$ cat src/rtl/dmx_slot_read_arbiter.sv
// Round-robin arbiter sharing the DMX frame-buffer EBR read port; masks reads past the last received slot.
// Optional build macro DMX_ARB_PRIORITY_EN gives requester 0 fixed top priority.
module dmx_slot_read_arbiter #(
  parameter int N_REQ     = 4,
  parameter int ADDR_W    = 10,
  parameter int DATA_W    = 8,
  parameter int DMX_SLOTS = 513
) (
  input  logic                    clk,
  input  logic                    rst_n,
  input  logic [N_REQ-1:0]        req,
  input  logic [N_REQ*ADDR_W-1:0] req_addr,
  output logic [N_REQ-1:0]        gnt,
  output logic [N_REQ-1:0]        rd_valid,
  output logic [DATA_W-1:0]       rd_data,
  output logic                    rd_oor,
  output logic                    busy,
  input  logic                    frame_done,
  input  logic [9:0]              n_of_data,
  output logic [9:0]              slot_count,
  output logic [ADDR_W-1:0]       ebr_addr,
  input  logic [DATA_W-1:0]       ebr_q
);

  localparam int IDX_W = (N_REQ > 1) ? $clog2(N_REQ) : 1;
  localparam int CMP_W = (ADDR_W > 10) ? ADDR_W : 10;
  localparam logic [9:0] SLOT_MAX = 10'(DMX_SLOTS);
  localparam logic [N_REQ-1:0] ONE_HOT0 = {{(N_REQ-1){1'b0}}, 1'b1};
  localparam logic [IDX_W-1:0] IDX_LAST = IDX_W'(N_REQ - 1);

  typedef enum logic [1:0] {
    ST_ARB  = 2'd0,
    ST_WAIT = 2'd1,
    ST_DATA = 2'd2
  } state_t;

  state_t              state_r;
  logic [IDX_W-1:0]    rr_ptr_r;
  logic [IDX_W-1:0]    sel_r;
  logic                oor_r;
  logic [N_REQ-1:0]    gnt_r;
  logic [N_REQ-1:0]    rd_valid_r;
  logic [DATA_W-1:0]   rd_data_r;
  logic                rd_oor_r;
  logic                busy_r;
  logic [ADDR_W-1:0]   ebr_addr_r;
  logic [9:0]          slot_count_r;

  logic                pick_vld_s;
  logic [IDX_W-1:0]    pick_idx_s;
  logic [ADDR_W-1:0]   pick_addr_s;
  logic                pick_oor_s;
  int                  cand_s;

  // Arbitration: first requester at or after rr_ptr, wrapping modulo N_REQ.
  always_comb begin
    pick_vld_s = 1'b0;
    pick_idx_s = {IDX_W{1'b0}};
    cand_s     = 0;
`ifdef DMX_ARB_PRIORITY_EN
    if (req[0]) begin
      pick_vld_s = 1'b1;
      pick_idx_s = {IDX_W{1'b0}};
    end else begin
      for (int k = 0; k < N_REQ; k++) begin
        cand_s = int'(rr_ptr_r) + k;
        cand_s = (cand_s >= N_REQ) ? cand_s - N_REQ : cand_s;
        if (!pick_vld_s && (cand_s != 0) && req[cand_s]) begin
          pick_vld_s = 1'b1;
          pick_idx_s = IDX_W'(cand_s);
        end else begin
          pick_vld_s = pick_vld_s;
        end
      end
    end
`else
    for (int k = 0; k < N_REQ; k++) begin
      cand_s = int'(rr_ptr_r) + k;
      cand_s = (cand_s >= N_REQ) ? cand_s - N_REQ : cand_s;
      if (!pick_vld_s && req[cand_s]) begin
        pick_vld_s = 1'b1;
        pick_idx_s = IDX_W'(cand_s);
      end else begin
        pick_vld_s = pick_vld_s;
      end
    end
`endif
    pick_addr_s = req_addr[pick_idx_s*ADDR_W +: ADDR_W];
    pick_oor_s  = (CMP_W'(pick_addr_s) >= CMP_W'(slot_count_r));
  end

  // Access sequencer ARB -> WAIT -> DATA with registered grant/data outputs.
  always_ff @(posedge clk or negedge rst_n) begin
    if (!rst_n) begin
      state_r    <= ST_ARB;
      rr_ptr_r   <= {IDX_W{1'b0}};
      sel_r      <= {IDX_W{1'b0}};
      oor_r      <= 1'b0;
      gnt_r      <= {N_REQ{1'b0}};
      rd_valid_r <= {N_REQ{1'b0}};
      rd_data_r  <= {DATA_W{1'b0}};
      rd_oor_r   <= 1'b0;
      busy_r     <= 1'b0;
      ebr_addr_r <= {ADDR_W{1'b0}};
    end else begin
      gnt_r      <= {N_REQ{1'b0}};
      rd_valid_r <= {N_REQ{1'b0}};
      case (state_r)
        ST_ARB: begin
          if (pick_vld_s) begin
            sel_r      <= pick_idx_s;
            oor_r      <= pick_oor_s;
            ebr_addr_r <= pick_addr_s;
            gnt_r      <= ONE_HOT0 << pick_idx_s;
            busy_r     <= 1'b1;
            state_r    <= ST_WAIT;
          end else begin
            state_r    <= ST_ARB;
          end
        end
        ST_WAIT: begin
          state_r <= ST_DATA;
        end
        ST_DATA: begin
          rd_data_r  <= oor_r ? {DATA_W{1'b0}} : ebr_q;
          rd_oor_r   <= oor_r;
          rd_valid_r <= ONE_HOT0 << sel_r;
          busy_r     <= 1'b0;
          state_r    <= ST_ARB;
`ifdef DMX_ARB_PRIORITY_EN
          if (sel_r != {IDX_W{1'b0}}) begin
            rr_ptr_r <= (sel_r == IDX_LAST) ? {IDX_W{1'b0}} : sel_r + {{(IDX_W-1){1'b0}}, 1'b1};
          end else begin
            rr_ptr_r <= rr_ptr_r;
          end
`else
          rr_ptr_r <= (sel_r == IDX_LAST) ? {IDX_W{1'b0}} : sel_r + {{(IDX_W-1){1'b0}}, 1'b1};
`endif
        end
        default: begin
          busy_r  <= 1'b0;
          state_r <= ST_ARB;
        end
      endcase
    end
  end

  // Latched valid-slot count, clamped to the buffer depth.
  always_ff @(posedge clk or negedge rst_n) begin
    if (!rst_n) begin
      slot_count_r <= 10'd0;
    end else if (frame_done) begin
      slot_count_r <= (n_of_data > SLOT_MAX) ? SLOT_MAX : n_of_data;
    end else begin
      slot_count_r <= slot_count_r;
    end
  end

  assign gnt        = gnt_r;
  assign rd_valid   = rd_valid_r;
  assign rd_data    = rd_data_r;
  assign rd_oor     = rd_oor_r;
  assign busy       = busy_r;
  assign slot_count = slot_count_r;
  assign ebr_addr   = ebr_addr_r;

endmodule

$ cat config.mk
export PLATFORM = sky130hd
export DESIGN_NAME = dmx_slot_read_arbiter
export DESIGN_NICKNAME = d
export VERILOG_FILES = /design/src/rtl/dmx_slot_read_arbiter.sv
export SDC_FILE = /design/constraint.sdc
export NUM_CORES = 1
export LEC_CHECK = 0
export CORE_ASPECT_RATIO = 1.25
export CORE_MARGIN = 2
export CORE_UTILIZATION = 36
export CTS_CLUSTER_SIZE = 28
export DETAILED_ROUTE_END_ITERATION = 6
export DONT_BUFFER_PORTS = 1
export SLEW_MARGIN = 30
export SYNTH_ARGS = -nofsm -noshare
export SYNTH_HDL_FRONTEND = slang
export SYNTH_SLANG_ARGS = --single-unit
$ cat constraint.sdc
create_clock -name clk -period 3.48 [get_ports clk]
set_input_delay 0.696 -clock clk [delete_from_list [all_inputs] [get_ports clk]]
set_output_delay 0.696 -clock clk [all_outputs]
set_load 0.05 [all_outputs]
==> impl_metrics.toml <==
[setup_path]
start_kind = "flip-flop"
crit_type = "flip-flop to flip-flop"
cp.arrival_ns = 2.96
end_kind = "flip-flop"
path_max_fanout = 24
cp.required_ns = 3.65

[logic_synthesis]
synth.most_common_cell = "dfrtp_1"
synthFlopType = "dfrtp_1"
synth_cell_types = 30
synthArstFlopShare = 1.000
synth.cell_area_um2 = 2439
syn_area_per_cell_um2 = 10.38
syn_nets = 314
synth_top_area_frac = 0.4618
synth.area.top_cells = "dfrtp_1 (46%), mux2i_1 (12%), ha_1 (7.2%)"
synthTopCellsByCount = "dfrtp_1 (45), nand2_1 (39), mux2i_1 (30)"
synthCells = 235
synth_edf_count = 0
synth-seq-cells = 45
yosysSeqAreaShare = 0.4618
yosys.area.top_type = "dfrtp_1"
yosysWarnings = 0

[sta]
tightestPinTransition_ns = 0.5979
fin_skew_ns = 0.01198
hold_viol_final = 0
setup-tns-final_ns = 0
drv_slew = 0
period_share = 0.8031
hold_slack_ns = 0.08581
fin_crit_ns = 2.795
setup_ws_ns = 0.6853
fmaxAchievable_mhz = 357.8
rsz0062_at_grt = "no"
setup_viol = 0
max_slew_margin = 0.6004

[final_layout]
antennaDiodeCount = 0
layout-drive-gt1-share = 0.08898
multiInputGateArea_um2 = 1207
finalNetCount = 315
regArea_um2 = 1126
areaGrowthSynthToFinish_pct = 7.901
fillers = 642

[cts]
postCtsHoldBufs = 0
cts_buffer_depth = 2
cts_tree = "yes"
postCtsSetupBuffers = 0
cts_inserted_buffers = 5
worstSkewPairLatency_ns = 0.30
ctsResizeCount = 0
clk_pin_slew_ns = 0.09
cts_root_buffer = "clkbuf_8"
htreeDepth = 2
cts.sinks = 45

[die]
initial_utilization = 0.3715
die_w_um = 77.62
fp.dieH_um = 96.02
row_count = 33
die-area_um2 = 7453
io_pins = 103
core-area_um2 = 6565

[placement]
gp_congestion = 0.7866
hpwl_um = 4186
port_buffers = 0
dp_slack_ns = 0.4908

[grt]
grt_pass1_vias = 1836
grt-ovfl-total = 0
track_usage = 0.1604
grt_pass1_wl_um = 9177
antenna_found_initial = 0
grt_max_degree = 46

[drt]
drt-total-wl_um = 5623
vias = 1724
first_pass_iters = 4
viasPerCell = 5.337
detail_route.wl_per_cell_um = 17.41
drc = 0
ant_nets = 0
drt_iter0_drc = 80

[status]
status = "complete, no violations"

[worst_hold_path]
worst_hold_path_type = "input port to async pin"

[pwr]
powerDensity_nw_per_um2 = 964.8
leakage_nw = 1.218
total_power_mw = 2.539
vdd_drop_max_mv = 0.4132

[run]
cap_violations = 0
==> state kept, by name, summed over array words and instances (netlist names) <==
signal / flops
rr_ptr_r: 2
rd_valid: 4
rd_data: 8
sel_r: 2
oor_r: 1
ebr_addr: 10
busy: 1
gnt: 4
rd_oor: 1
state_r: 2
slot_count: 10
==> worst paths after layout <==
| path | slack, ns | cells past startpoint | end | from |
|---|---|---|---|---|
| max | 0.69 | 12 | oor_r | rr_ptr_r[1] |
| min | 0.09 | 0 | rd_data[0] | rst_n |
| max reg2reg | 0.69 | 12 | oor_r | rr_ptr_r[1] |
| min reg2reg | 0.50 | 1 | state_r[1] | state_r[1] |
| max in group asynchronous | 3.30 | 0 | ebr_addr[8] | rst_n |
| min in group clk | 0.47 | 1 | slot_count[0] | frame_done |
==> kinds of logic (layout without fill, tap and decap cells) <==
family / count (synthesis) / count (layout) / synth area share
multiplexers: 31 / 31 / 0.1278
flip-flops: 45 / 45 / 0.4618
adder cells (fa/ha/maj): 14 / 14 / 0.07183
AND/OR/NAND/NOR: 83 / 83 / 0.1755
buffers and inverters: 25 / 26 / 0.04874
AO/OA/AOI/OAI: 37 / 37 / 0.1144
==> report_power, final <==
part | switching [mW] | internal, mW | leakage [nW]
clock network | 0.175 | 0.157 | 0.0433
registers | 0.660 | 0.701 | 0.572
logic | 0.465 | 0.381 | 0.602
total | 1.30 | 1.24 | 1.22
==> worst max-delay path: stages (launching register included) <==
cell and delay, ns:
dfrtp_1 0.46, nand2_1 0.12, nand3b_1 0.12, a2bb2oi_4 0.17, buf_12 0.21, mux2i_1 0.29, mux2i_1 0.14, ha_1 0.31
and3_1 0.18, nand2_1 0.06, nand3b_1 0.09, a2111oi_0 0.40, a211oi_1 0.09
==> cell type report <==
type | count | share of cell area
clock buffer | 6 | 0.03138
tap | 87 | 0.04137
clock inverter | 1 | 0.002853
inverter | 15 | 0.02140
timing repair buffer | 4 | 0.01617
multi-input combinational | 165 | 0.4589
sequential | 45 | 0.4280
==> cell usage in the layout, fill, tap and decap left out, drive strengths merged, types with 6 or more instances in the layout <==
master / instances
dfrtp: 45
nand2: 39
mux2i: 30
nand3b: 18
inv: 15
o21ai: 14
ha: 14
o221ai: 10
a21oi: 8
nor2: 7
clkbuf: 6
==> metrics by stage <==
step,instance area (um^2),utilization,instances
6_report,2631,0.4008,323
5_1_grt,2631,0.4008,323
4_1_cts,2629,0.4004,323
3_5_place_dp,2539,0.3867,316
3_3_place_gp,2539,0.3867,316
2_1_floorplan,2439,-,235
==> metal layers <==
metal,part of all wire,GRT usage,up-vias
met5,0,0,-
met4,0.023,0.06548,0
li1,-,-,820
met1,0.41,0.1909,809
met3,0.074,0.04503,8
met2,0.49,0.2737,87
No activity file was read; power rests on OpenSTA's default activity.
